**src/rtl/gf180mcu_fd_sc_mcu9t5v0__dlyfilt.sv**
```systemverilog
`default_nettype none
// ============================================================================
//  Module   : gf180mcu_fd_sc_mcu9t5v0__dlyfilt
//  Brief    : Clocked deglitch stage for a dlyb chain output. Synchronizes I,
//             qualifies level changes over THR cycles, emits edge strobes.
//  Revision : 1.0  initial release
// ============================================================================
module gf180mcu_fd_sc_mcu9t5v0__dlyfilt #(
  parameter int CNT_W = 4
) (
`ifdef USE_POWER_PINS
  inout  wire              VDD,
  inout  wire              VSS,
`endif
  input  logic             CLK,
  input  logic             RST,
  input  logic             I,
  input  logic [CNT_W-1:0] THR,
  output logic             Z,
  output logic             ZR,
  output logic             ZF,
  output logic             BUSY
);

  typedef enum logic [0:0] {
    ST_STABLE  = 1'b0,
    ST_QUALIFY = 1'b1
  } state_t;

  localparam logic [CNT_W-1:0] c_one_n  = CNT_W'(1);
  localparam logic [CNT_W:0]   c_one_n1 = (CNT_W + 1)'(1);

  logic             r_s1;
  logic             r_s2;
  state_t           r_state;
  logic [CNT_W-1:0] r_cnt;
  logic             r_z;
  logic             r_zr;
  logic             r_zf;

  logic [CNT_W-1:0] w_thr_eff;
  logic [CNT_W:0]   w_cnt_inc;
  logic             w_thr_met;
  logic             w_mismatch;

  // A threshold of zero behaves as one; the extra bit keeps cnt+1 from wrapping.
  assign w_thr_eff  = (THR == '0) ? c_one_n : THR;
  assign w_cnt_inc  = {1'b0, r_cnt} + c_one_n1;
  assign w_thr_met  = (w_cnt_inc >= {1'b0, w_thr_eff});
  assign w_mismatch = (r_s2 != r_z);

  always_ff @(posedge CLK) begin
    if (RST) begin
      r_s1    <= 1'b0;
      r_s2    <= 1'b0;
      r_state <= ST_STABLE;
      r_cnt   <= '0;
      r_z     <= 1'b0;
      r_zr    <= 1'b0;
      r_zf    <= 1'b0;
    end else begin
      r_s1 <= I;
      r_s2 <= r_s1;
      r_zr <= 1'b0;
      r_zf <= 1'b0;
      case (r_state)
        ST_STABLE: begin
          // cnt is 0 here, so "met" reduces to an effective threshold of 1.
          if (w_mismatch && w_thr_met) begin
            r_z   <= r_s2;
            r_zr  <= r_s2;
            r_zf  <= ~r_s2;
            r_cnt <= '0;
          end else if (w_mismatch) begin
            r_state <= ST_QUALIFY;
            r_cnt   <= c_one_n;
          end else begin
            r_cnt <= '0;
          end
        end
        ST_QUALIFY: begin
          if (!w_mismatch) begin
            r_state <= ST_STABLE;
            r_cnt   <= '0;
          end else if (w_thr_met) begin
            r_z     <= r_s2;
            r_zr    <= r_s2;
            r_zf    <= ~r_s2;
            r_state <= ST_STABLE;
            r_cnt   <= '0;
          end else begin
            r_cnt <= w_cnt_inc[CNT_W-1:0];
          end
        end
        default: begin
          r_state <= ST_STABLE;
          r_cnt   <= '0;
        end
      endcase
    end
  end

  assign Z    = r_z;
  assign ZR   = r_zr;
  assign ZF   = r_zf;
  assign BUSY = (r_state == ST_QUALIFY);

endmodule
`default_nettype wire

```
**config.mk**
```make
export PLATFORM = sky130hd
export DESIGN_NAME = gf180mcu_fd_sc_mcu9t5v0__dlyfilt
export DESIGN_NICKNAME = d
export VERILOG_FILES = /design/src/rtl/gf180mcu_fd_sc_mcu9t5v0__dlyfilt.sv
export SDC_FILE = /design/constraint.sdc
export NUM_CORES = 1
export LEC_CHECK = 0
export BUFFER_PORTS_ARGS = -buffer_cell sky130_fd_sc_hd__buf_2
export CORE_AREA = 2 2 39 41
export CTS_BUF_LIST = sky130_fd_sc_hd__clkbuf_8
export DETAILED_ROUTE_END_ITERATION = 8
export DIE_AREA = 0 0 41 43
export GPL_TIMING_DRIVEN = 0
export PLACE_DENSITY = 0.54
export SYNTH_ARGS = -nofsm -noshare
export SYNTH_HDL_FRONTEND = slang
export SYNTH_SLANG_ARGS = --single-unit
```
**constraint.sdc**
```tcl
create_clock -name CLK -period 1.9 [get_ports CLK]
set_input_delay 0.19 -clock CLK [delete_from_list [all_inputs] [get_ports CLK]]
set_output_delay 0.19 -clock CLK [all_outputs]
set_load 0.03 [all_outputs]
```
**Word-level counts from Yosys, hierarchy flattened**

Cells that the tools add are included.

- Word-level logic and storage cells: 41
- Register bits after elaboration: 10
- Bits of input ports: 7
- Output and inout port bits: 4

- Reductions and logical operators: 3
- $add $sub $neg: 1
- Order comparisons: 1
- Muxes and demuxes: 23
- Equal/unequal tests: 4
- Bitwise logic cells: 2

Operator list:

| cell | number |
|---|---|
| 1-bit 2-to-1 mux | 15 |
| 4-bit 2-to-1 mux | 3 |
| 1-bit one-hot mux with 2 select lines | 4 |
| 4-bit one-hot mux with 2 select lines | 1 |
| 4-bit by 1-bit adder with 5-bit output, second input constant | 1 |
| 5-bit by 4-bit greater-or-equal comparator with 1-bit output | 1 |
| 4-bit zero test | 1 |
| 2-bit by 1-bit != test with 1-bit output, second input constant | 2 |
| 3-bit AND reduction | 1 |
| 2-bit != test, second input constant | 1 |
| 1-bit inverter | 2 |
| 1-bit logical AND | 1 |
| 1-bit != test | 1 |

**Logic depth before layout (Yosys ltp)**

- Word-level depth: 6
- Gate-level depth with buffers: 7
- Mapped depth without buffers: 7

**Least setup slack after synthesis**

Ideal clock, no wire load.

- Path type: reg2reg
- Start point: reg r_cnt[0]
- End point: reg r_zr (netlist: ZR)
- Required time: 1.784 ns
- Slack: 0.300 ns
- Data arrival time: 1.485 ns
- Buffers on the path: 0
- Cell stages (with the launch flop): 7
- Clock period less this slack: 1.600 ns
- Library setup time: 0.116 ns
- Cells stage by stage: dfxtp_1 ha_1 xor2_1 ha_1 o21ai_0 o21a_2 and3b_1

- Word-level cells in the longest chain between the ends: 5
- Elaborated cells on any way between the ends: 7
- Those cells by class: add/sub (1); order compare (1); mux (4); reduce/logical (1)

Ends and longest elaborated chain:

| element | line | RTL |
|---|---|---|
| start, declared | 36 | `logic [CNT_W-1:0] r_cnt;` |
| start signal, assigned | 76 | `r_cnt <= c_one_n;` |
| start signal, assigned | 92 | `r_cnt <= w_cnt_inc[CNT_W-1:0];` |
| 4-bit by 1-bit adder with 5-bit output * | 48 | `assign w_cnt_inc = {1'b0, r_cnt} + c_one_n1;` |
| net w_cnt_inc[2] | 42 | `logic [CNT_W:0] w_cnt_inc;` |
| 5-bit by 4-bit greater-or-equal comparator with 1-bit output * | 49 | `assign w_thr_met = (w_cnt_inc >= {1'b0, w_thr_eff});` |
| 1-bit 2-to-1 mux or 1-bit logical AND (tied branches) | 85, 69 |  |
| 1-bit 2-to-1 mux (on tied branches) | 82, 69 |  |
| 1-bit one-hot mux with 2 select lines * | 66 | `case (r_state)` |
| end signal, assigned | 71 | `r_zr <= r_s2;` |
| end signal, assigned | 87 | `r_zr <= r_s2;` |
| end, declared | 38 | `logic r_zr;` |

Mark *: on every way through the listed nets, which the timed path passes. The rest lies on a longest branch.
A chain may end at the register's enable or synchronous reset.

**Worst setup path in the final report**

- Start point: reg r_cnt[2]
- End point: reg r_cnt[3]

- Word-level cells in the longest chain between the ends: 5

Ends and longest elaborated chain:

| element | line | RTL |
|---|---|---|
| 4-bit by 1-bit adder with 5-bit output * | 48 |  |
| net w_cnt_inc[3] | 42 |  |
| 5-bit by 4-bit greater-or-equal comparator with 1-bit output | 49 |  |
| 4-bit 2-to-1 mux * | 85 | `end else if (w_thr_met) begin` |
| 4-bit 2-to-1 mux * | 82 | `if (!w_mismatch) begin` |
| 4-bit one-hot mux with 2 select lines * | 66 |  |

Marked as above.

==> reports/qor.txt <==
status: finished clean
final hold vios: 0
top cell type's share of synthesized area: 44.94%
Reg-to-Reg End: r_cnt[3]$_SDFF_PP0_
largest net degree at the start of global routing: 7
synth-to-layout area growth: 27.53%
final net count: 72
Cell Area, Synth: 445.4 sq um
Hold Path Origin: I
Tot GR Track Use: 11.59%
postcts setup bufs: 0
htree depth: 1
max-slew violations: 0
1st-pass router iterations: 4
DRT Wirelength: 768 um
final setup fails: 0
Initial Utilization: 32.19%
yosys warns: 0
CORE AREA: 1384 sq um
Tcrit/Tclk final: 87.92%
Max Fanout on Critical Path: 5
Finished Cell Area: 568.0 sq um
DR vias: 353
register bit total from synthesis: 10
register area share after synthesis: 44.94%
height of the die: 43 um
Required @ worst endpoint: 2.01 ns
Root Driver: clkbuf_8
worst-skew pair later-pin latency: 0.23 ns
RePlAce Congestion: 0.6750
Slew HR: 72.30%
Worst Hold Path Cells: 2
Sink Count: 10
Sequential Area: 201.4 sq um
max frequency: 598.6 MHz
Avg Vias per Cell: 4.770
share of post-route cells with drive strength above 1: 32.76%
clock skew: 0.003008 ns
Tmin final: 1.670 ns
post-synth top area cell: dfxtp_1
post-synthesis cell count: 45
Setup TNS: 0 ns
WS Path Type: reg -> reg
Port Buf Inserts: 10
CP Capture Type: register
fill count: 144
Area after DPL: 515.5 sq um
flop-to-flop setup slack: 0.23 ns
Antenna Nets Post-Route: 0
Clock transition at path regs: 0.04 ns
diode count: 0
Pleak: 0.2727 nW
Max IR drop VDD: 0.3100 mV
synth top area cells: dfxtp_1, ha_1, nand2b_1
Max-Cap Viols: 0
Rows: 14
WHS Endpoint: r_s1$_SDFF_PP0_
remaining global-route overflow: 0
drt wl/cell: 10.38 um
I/O Pins: 11
reg2reg path depth: 6
antenna violations before repair: 0
Hold WC Path Type: in -> reg
WP data arrival: 1.78 ns
first-pass GRT wire length: 1.262 mm
mean post-synth cell area: 9.898 sq um
pwr/cell area: 813.0 nW/um^2
multi-input logic area: 240.2 sq um
DRC violations left: 0
Critical Path Start Type: register
clk buf depth: 2
initial drt markers: 8
syn nets: 57
dpl hpwl: 580.6 um
slew of the pin with the lowest slew margin: 0.4137 ns
die area: 1763 sq um
count of cell types in the netlist: 20
RSZ-0062 raised after global routing: no
vias in the first global route: 330
R2R Path Start: r_cnt[2]$_SDFF_PP0_
CTS tree: built
Die W: 41 um
CTS Buf Count: 3
repair_timing:
item / CTS / global route
hold buffers: 0 / 0
endpoints found under the setup margin: 0 / 5
endpoints found under the hold margin: 0 / 0
gates resized for setup: 0 / 3
cells by family (layout without fill, tap and decap cells):
logic type / Yosys count / after routing / share of synthesized area (%)
AO/OA/AOI/OAI: 7 / 7 / 12.08
XOR/XNOR: 3 / 3 / 5.900
adder cells (fa/ha/maj): 5 / 5 / 14.04
buffers and inverters: 4 / 17 / 3.370
flip-flops: 10 / 10 / 44.94
multiplexers: 1 / 1 / 2.247
AND/OR/NAND/NOR: 15 / 15 / 17.41
synthesized netlist by cell type:
cell / count
dfxtp_1: 10
ha_1: 5
inv_1: 4
nor2_1: 4
nand2_1: 3
nand2b_1: 3
nor2b_1: 2
xnor2_1: 2
a211oi_2: 1
a21oi_1: 1
a31o_2: 1
a31oi_1: 1
and3b_1: 1
mux2i_1: 1
nand3_1: 1
nor4_1: 1
o211ai_1: 1
o21a_2: 1
o21ai_0: 1
xor2_1: 1
state kept, by name (all words and copies together), names as in the netlist:
register,cells
r_cnt,4
BUSY,1
Z,1
ZF,1
ZR,1
r_s2,1
r_s1,1
cell type report:
cell class | count | area share, %
flip-flops and latches | 10 | 35.46
inverters | 4 | 2.643
clock buffers | 3 | 7.269
multi-input cells | 31 | 42.29
repair buffers | 10 | 8.811
well taps | 16 | 3.524
cells in the final DEF, fill, tap and decap left out, types with 2 or more instances in the layout:
cell,count
buf_2,10
dfxtp_1,9
inv_1,4
nor2_1,4
ha_1,4
nand2b_1,3
nand2_1,3
clkbuf_8,3
xnor2_1,2
nor2b_1,2
worst max-delay path, stage by stage (launching register included):
cell,delay [ns]
dfxtp_1,0.38
nand3_1,0.11
xnor2_1,0.17
ha_1,0.30
o21ai_0,0.10
o211ai_1,0.39
nor2_1,0.09
power breakdown:
part | switching (mW) | internal, mW
logic | 0.0153 | 0.0161
clock network | 0.0748 | 0.138
registers | 0.00303 | 0.215
metal layers:
layer | track usage [%] | routed length (um) | vias up
li1 | - | - | 179
met1 | 12.05 | 349 | 158
met2 | 15.00 | 333 | 12
met3 | 4.712 | 53 | 4
met4 | 14.00 | 32 | 0
met5 | 0 | 0 | -
stage by stage:
step	setup WS, ns	hold slack [ns]	util [%]	power, mW	instances
2_1_floorplan	0.2996	0.2616	-	0.2408	45
3_3_place_gp	0.1739	0.4005	37.25	0.2518	71
3_5_place_dp	0.1753	0.4090	37.25	0.2526	71
4_1_cts	0.1557	0.1627	40.24	0.4715	74
5_1_grt	0.03073	0.1864	41.05	0.4854	74
6_report	0.2295	0.1688	41.05	0.4618	74
how the worst max path moves through the flow:
stage	start	end	cells after the start
finish	r_cnt[2]$_SDFF_PP0_	r_cnt[3]$_SDFF_PP0_	6
global route	r_cnt[2]$_SDFF_PP0_	r_cnt[2]$_SDFF_PP0_	6
CTS	r_cnt[0]$_SDFF_PP0_	ZR$_SDFF_PP0_	6
detailed placement	r_cnt[0]$_SDFF_PP0_	ZR$_SDFF_PP0_	6
global placement	r_cnt[0]$_SDFF_PP0_	ZR$_SDFF_PP0_	6
floorplan	r_cnt[0]$_SDFF_PP0_	ZR$_SDFF_PP0_	6
No activity file was read; power rests on OpenSTA's default activity.
